==> src/rtl/clk_div_meas_if.sv <==
// Measurement result bundle of clk_div_meas: the recovered period/high time
// plus the valid pulse and the lock/timeout status flags.
interface clk_div_meas_if #(
  parameter int CNT_W = 16
);
  logic [CNT_W-1:0] period;
  logic [CNT_W-1:0] high_time;
  logic             meas_valid;
  logic             locked;
  logic             timeout;

  modport master (output period, high_time, meas_valid, locked, timeout);
  modport slave  (input  period, high_time, meas_valid, locked, timeout);
endinterface

==> src/rtl/clk_div_meas.sv <==
// Measures an asynchronous divided clock against clk_ref: recovers period and
// high time in reference cycles, flags lock after LOCK_N identical results.
module clk_div_meas #(
  parameter int CNT_W       = 16,
  parameter int LOCK_N      = 4,
  parameter int SYNC_STAGES = 2
) (
  input  logic            clk_ref,
  input  logic            arst_n,
  input  logic            clk_in,
  clk_div_meas_if.master  meas
);

  localparam logic [CNT_W-1:0] CMAX   = '1;
  localparam logic [3:0]       LOCK_M = 4'(LOCK_N);

  typedef enum logic {IDLE, ARMED} state_t;

  state_t state, state_nxt;

  logic [SYNC_STAGES-1:0] sync;
  logic                   s, s_d, rise;
  logic [CNT_W-1:0]       cnt, hcnt;
  logic [CNT_W-1:0]       period, high_time;
  logic                   meas_valid, locked, timeout;
  logic [3:0]             match, match_nxt;
  logic                   sat, take, drop;

  // clk_in is asynchronous: plain flop chain, no logic between stages
  always_ff @(posedge clk_ref or negedge arst_n) begin
    if (!arst_n) begin
      sync <= '0;
      s_d  <= 1'b0;
    end else begin
      sync <= {sync[SYNC_STAGES-2:0], clk_in};
      s_d  <= s;
    end
  end

  assign s    = sync[SYNC_STAGES-1];
  assign rise = s & ~s_d;
  assign sat  = ~rise & (cnt == CMAX);

  always_ff @(posedge clk_ref or negedge arst_n) begin
    if (!arst_n) begin
      cnt  <= '0;
      hcnt <= '0;
    end else begin
      if (rise)             cnt <= CNT_W'(1);
      else if (cnt != CMAX) cnt <= cnt + 1'b1;
      if (rise)                   hcnt <= CNT_W'(1);
      else if (s && hcnt != CMAX) hcnt <= hcnt + 1'b1;
    end
  end

  // FSM: state register
  always_ff @(posedge clk_ref or negedge arst_n) begin
    if (!arst_n) state <= IDLE;
    else         state <= state_nxt;
  end

  // FSM: next state
  always_comb begin
    state_nxt = state;
    case (state)
      IDLE:    if (rise) state_nxt = ARMED;
      ARMED:   if (sat)  state_nxt = IDLE;
      default: state_nxt = IDLE;
    endcase
  end

  // FSM: outputs (take a measurement / abandon on timeout)
  always_comb begin
    take = 1'b0;
    drop = 1'b0;
    case (state)
      ARMED: begin
        take = rise;
        drop = sat;
      end
      default: ;
    endcase
  end

  // match == 0 only after reset or a timeout, i.e. first measurement of a run
  always_comb begin
    match_nxt = 4'd1;
    if (match != 4'd0 && cnt == period && hcnt == high_time)
      match_nxt = (match == LOCK_M) ? match : match + 4'd1;
  end

  always_ff @(posedge clk_ref or negedge arst_n) begin
    if (!arst_n) begin
      period     <= '0;
      high_time  <= '0;
      meas_valid <= 1'b0;
      locked     <= 1'b0;
      match      <= 4'd0;
      timeout    <= 1'b0;
    end else begin
      meas_valid <= take;
      if (take) begin
        period    <= cnt;
        high_time <= hcnt;
        match     <= match_nxt;
        locked    <= (match_nxt == LOCK_M);
      end else if (drop) begin
        match  <= 4'd0;
        locked <= 1'b0;
      end
      if (rise)     timeout <= 1'b0;
      else if (sat) timeout <= 1'b1;
    end
  end

  assign meas.period     = period;
  assign meas.high_time  = high_time;
  assign meas.meas_valid = meas_valid;
  assign meas.locked     = locked;
  assign meas.timeout    = timeout;

endmodule

==> src/flat_wrapper.sv <==
// flat-port wrapper written by rule: the top's interface ports become plain ports
module clk_div_meas_flat 
#(
  parameter int CNT_W       = 16,
  parameter int LOCK_N      = 4,
  parameter int SYNC_STAGES = 2
)
  (clk_ref, arst_n, clk_in, meas_period, meas_high_time, meas_meas_valid, meas_locked, meas_timeout);
  clk_div_meas_if #(.CNT_W(CNT_W)) meas_i ();
  input  logic clk_ref;
  input  logic arst_n;
  input  logic clk_in;
  output wire logic [$bits(meas_i.period)-1:0] meas_period;
  output wire logic [$bits(meas_i.high_time)-1:0] meas_high_time;
  output wire logic [$bits(meas_i.meas_valid)-1:0] meas_meas_valid;
  output wire logic [$bits(meas_i.locked)-1:0] meas_locked;
  output wire logic [$bits(meas_i.timeout)-1:0] meas_timeout;
  assign meas_period = meas_i.period;
  assign meas_high_time = meas_i.high_time;
  assign meas_meas_valid = meas_i.meas_valid;
  assign meas_locked = meas_i.locked;
  assign meas_timeout = meas_i.timeout;
  clk_div_meas #(.CNT_W(CNT_W), .LOCK_N(LOCK_N), .SYNC_STAGES(SYNC_STAGES)) u_core (.clk_ref(clk_ref), .arst_n(arst_n), .clk_in(clk_in), .meas(meas_i));
endmodule
==> config.mk <==
export PLATFORM = sky130hd
export DESIGN_NAME = clk_div_meas_flat
export DESIGN_NICKNAME = d
export VERILOG_FILES = /design/src/rtl/clk_div_meas_if.sv /design/src/rtl/clk_div_meas.sv /design/src/flat_wrapper.sv
export SDC_FILE = /design/constraint.sdc
export NUM_CORES = 1
export LEC_CHECK = 0
export BUFFER_PORTS_ARGS = -buffer_cell sky130_fd_sc_hd__clkbuf_2
export CORE_MARGIN = 1.5
export CORE_UTILIZATION = 50
export CTS_BUF_LIST = sky130_fd_sc_hd__clkbuf_4 sky130_fd_sc_hd__clkbuf_8
export DETAILED_ROUTE_END_ITERATION = 10
export PLACE_DENSITY = 0.77
export SLEW_MARGIN = 5
export SYNTH_ARGS = -nofsm -noshare
export SYNTH_HDL_FRONTEND = slang
export SYNTH_SLANG_ARGS = --single-unit
==> constraint.sdc <==
create_clock -name clk_ref -period 1.9 [get_ports clk_ref]
set_input_delay 0.475 -clock clk_ref [delete_from_list [all_inputs] [get_ports clk_ref]]
set_output_delay 0.475 -clock clk_ref [all_outputs]
set_load 0.05 [all_outputs]
==> flow_summary.json <==
{
  "path_cells": "buf_4, xor2_1, nor4_2, nand4_1, nor4_4, and3b_1, o22ai_1",
  "fp.dieW_um": 89.66,
  "die_h_um": 89.66,
  "syn-num-nets": 346,
  "async_reset_ff_share_pct": 100.0,
  "reg2reg_from": "u_core.hcnt[1]",
  "synth_cell_type_count": 50,
  "total_power_mw": 3.882,
  "overflow": 0,
  "placed_area_sq_mm": 0.004164,
  "n_fill_cell": 623,
  "clock-skew-final_ps": 7.880,
  "grt_antenna_before_repair": 0,
  "clock_sinks": 75,
  "gp_congestion": 0.8819,
  "cts_tree": "done",
  "clockBufferDepth": 2,
  "power_per_cell_area_mw_per_mm2": 878.5,
  "clock_latency_ps": 350,
  "grt_setup_unrepaired": "true",
  "drtIter0Drc": 174,
  "synth_top_family_by_area": "simple AND/OR/NAND/NOR gates",
  "antenna_cells": 0,
  "grt.total_usage_pct": 20.92,
  "finalCritPeriodShare_pct": 96.50,
  "path_class": "flop to flop",
  "drt.antenna.violating_nets": 0,
  "drive_gt1_share_pct": 33.25,
  "path_buf_inv": 1,
  "cpPeakStageDelay_ps": 430,
  "p_leak_nw": 2.199,
  "tns_ps": 0,
  "cp_max_fo": 5,
  "max_cap_violations": 0,
  "finish.utilization_pct": 60.93,
  "place_hpwl_um": 5547,
  "setup_viol": 0,
  "synth_area_leaders": "dfrtp_1, mux2_2, xor2_1",
  "viasPerCell": 5.482,
  "syn_area_per_cell_sq_um": 11.08,
  "ir_drop_mv": 0.3195,
  "via_count": 2752,
  "htreeDepth": 3,
  "syn_to_final_growth_pct": 17.69,
  "maxSlewHeadroom_pct": 74.01,
  "rows": 31,
  "cp-end-kind": "flop",
  "synth-adder-area-share_pct": 1.333,
  "dr.pass1.iters": 5,
  "crit_start": "u_core.hcnt[1]",
  "floorplan.initialDensity_pct": 51.77,
  "synth-simple-area-share_pct": 19.23,
  "ys_warn_count": 0,
  "synth_compound_area_share_pct": 5.165,
  "ys_seq_area_share_pct": 49.98,
  "pre_cts_ws_ps": -67.63,
  "maxSlewViolCount": 0,
  "post-route-min-period_ps": 1834,
  "grt_max_degree": 48,
  "synth-edff-count": 0,
  "stdcell_count": 502,
  "startpoint_type": "flop",
  "final_area_sq_mm": 0.004419,
  "port_buffers": 37,
  "grt_pass1_wl_um": 12590,
  "synthCells": 339,
  "arrival_ps": 2050,
  "synth_xor_area_share_pct": 12.36,
  "clkTransAtPathRegs_ps": 70,
  "cts_buffers": 9,
  "post-synth-top-area-cell": "dfrtp_1",
  "dp.cells": 482,
  "hold_buffers": 0,
  "min_path_type": "input pin to asynchronous set/reset pin",
  "worstMarginPinSlew_ps": 388.5,
  "hold_viol_final": 0,
  "syn-cell-area_sq_mm": 0.003755,
  "cts-root-buf": "clkbuf_8",
  "post_drt_wl_per_cell_um": 15.70,
  "r2r_slack_ps": 70,
  "setup_slack_ps": 66.45,
  "worst_hold_slack_ps": 40.50,
  "max_freq_mhz": 545.4,
  "synth_top_cell_area_share_pct": 49.98,
  "required_ps": 2120,
  "status": "finished, final reports clean",
  "drc_errors": 0,
  "coreArea_sq_mm": 0.007253,
  "synth_mux_area_share_pct": 9.230,
  "synth_flop_cell": "dfrtp_1",
  "die_area_sq_mm": 0.008039,
  "nNetsFinal": 406,
  "synth_seq_cells": 75,
  "crit_family": "simple AND/OR/NAND/NOR gates",
  "ios": 38,
  "slowest_stage": "dfrtp_1",
  "grt_pass1_vias": 2516,
  "routed_wl_um": 7879
}
-- power breakdown --
part           switching (mW)  internal, mW
clock                   0.555         0.526
sequential              0.112          1.71
combinational           0.606         0.374
total                    1.27          2.61
-- worst paths after layout --
path	end	depth (start not counted)
max	u_core.match[0]	7
max reg2reg	u_core.match[0]	7
max in group asynchronous	u_core.match[3]	2
min	u_core.sync[1]	1
min reg2reg	u_core.sync[1]	0
min in group clk_ref	u_core.sync[0]	1
-- registers in the layout, summed over array words and instances, names as in the netlist --
| name | count |
|---|---|
| u_core.meas.high_time | 16 |
| u_core.cnt | 16 |
| u_core.state | 1 |
| u_core.match | 4 |
| u_core.meas.timeout | 1 |
| u_core.hcnt | 16 |
| u_core.meas.period | 16 |
| u_core.meas.meas_valid | 1 |
| u_core.sync | 2 |
| u_core.meas.locked | 1 |
| u_core.s_d | 1 |
-- cells in the final DEF, fill, tap and decap left out, types with 3 or more instances in the layout --
master / instances
o21ai_1: 4
nor3_2: 3
buf_4: 25
and3_1: 6
o21ai_0: 9
nand2b_1: 5
ha_1: 4
mux2_2: 27
nor2_1: 30
clkbuf_2: 36
a21oi_1: 7
nor4_2: 3
nand2_1: 16
xor2_1: 33
xnor2_1: 19
nand4_1: 8
nand3_2: 4
inv_1: 9
clkinv_2: 3
a31oi_1: 5
dfrtp_1: 73
clkbuf_8: 10
and3_4: 3
nor3_1: 5
nand3_1: 16
-- cell usage after synthesis (2+ instances only) --
| master | n |
|---|---|
| and3_4 | 2 |
| nand2b_1 | 5 |
| ha_1 | 4 |
| nand3_2 | 4 |
| mux2i_1 | 2 |
| nand2_1 | 16 |
| o21ai_1 | 4 |
| nor2_1 | 30 |
| and4_4 | 2 |
| mux2_2 | 27 |
| clkbuf_1 | 3 |
| xnor2_1 | 19 |
| nand3_1 | 16 |
| a31oi_1 | 5 |
| nor2b_1 | 2 |
| nor4_1 | 4 |
| and3_1 | 7 |
| buf_2 | 9 |
| dfrtp_1 | 75 |
| mux2_1 | 2 |
| inv_1 | 9 |
| a21oi_1 | 7 |
| nor3_2 | 4 |
| nor3_1 | 5 |
| and3b_1 | 2 |
| and4_1 | 2 |
| xor2_1 | 34 |
| nand4_1 | 8 |
| o21ai_0 | 9 |
-- timing repair --
action | 4_1_cts | 5_1_grt
buffers inserted | 0 | 5
gates resized for setup | 3 | 7
setup endpoints to repair | 5 | 9
pin swaps | 0 | 5
-- per-layer routing --
metal / wire (um) / track usage [%] / vias to the layer above
li1: - / - / 1293
met2: 3574 / 31.55 / 74
met5: 0 / 0 / -
met1: 3787 / 30.08 / 1368
met3: 342 / 4.845 / 17
met4: 174 / 6.434 / 0
-- cell type report --
cell class | instances | area [sq um] | area share (%)
clock buffer | 12 | 152.6 | 3.454
clock inverter | 3 | 15.01 | 0.3398
inverter | 9 | 33.78 | 0.7644
multi-input combinational | 242 | 1827 | 41.34
sequential | 75 | 1879 | 42.53
tap | 99 | 123.9 | 2.803
timing repair buffer | 62 | 387.9 | 8.777
-- logic make-up (layout without fill, tap and decap cells) --
family / count (synthesis) / count (layout)
fa+ha+maj: 4 / 4
mux: 31 / 31
buf+inv: 22 / 86
xor+xnor: 53 / 53
simple gates: 121 / 121
flops: 75 / 75
compound gates: 33 / 33
Power figures use the tool's default switching activity.
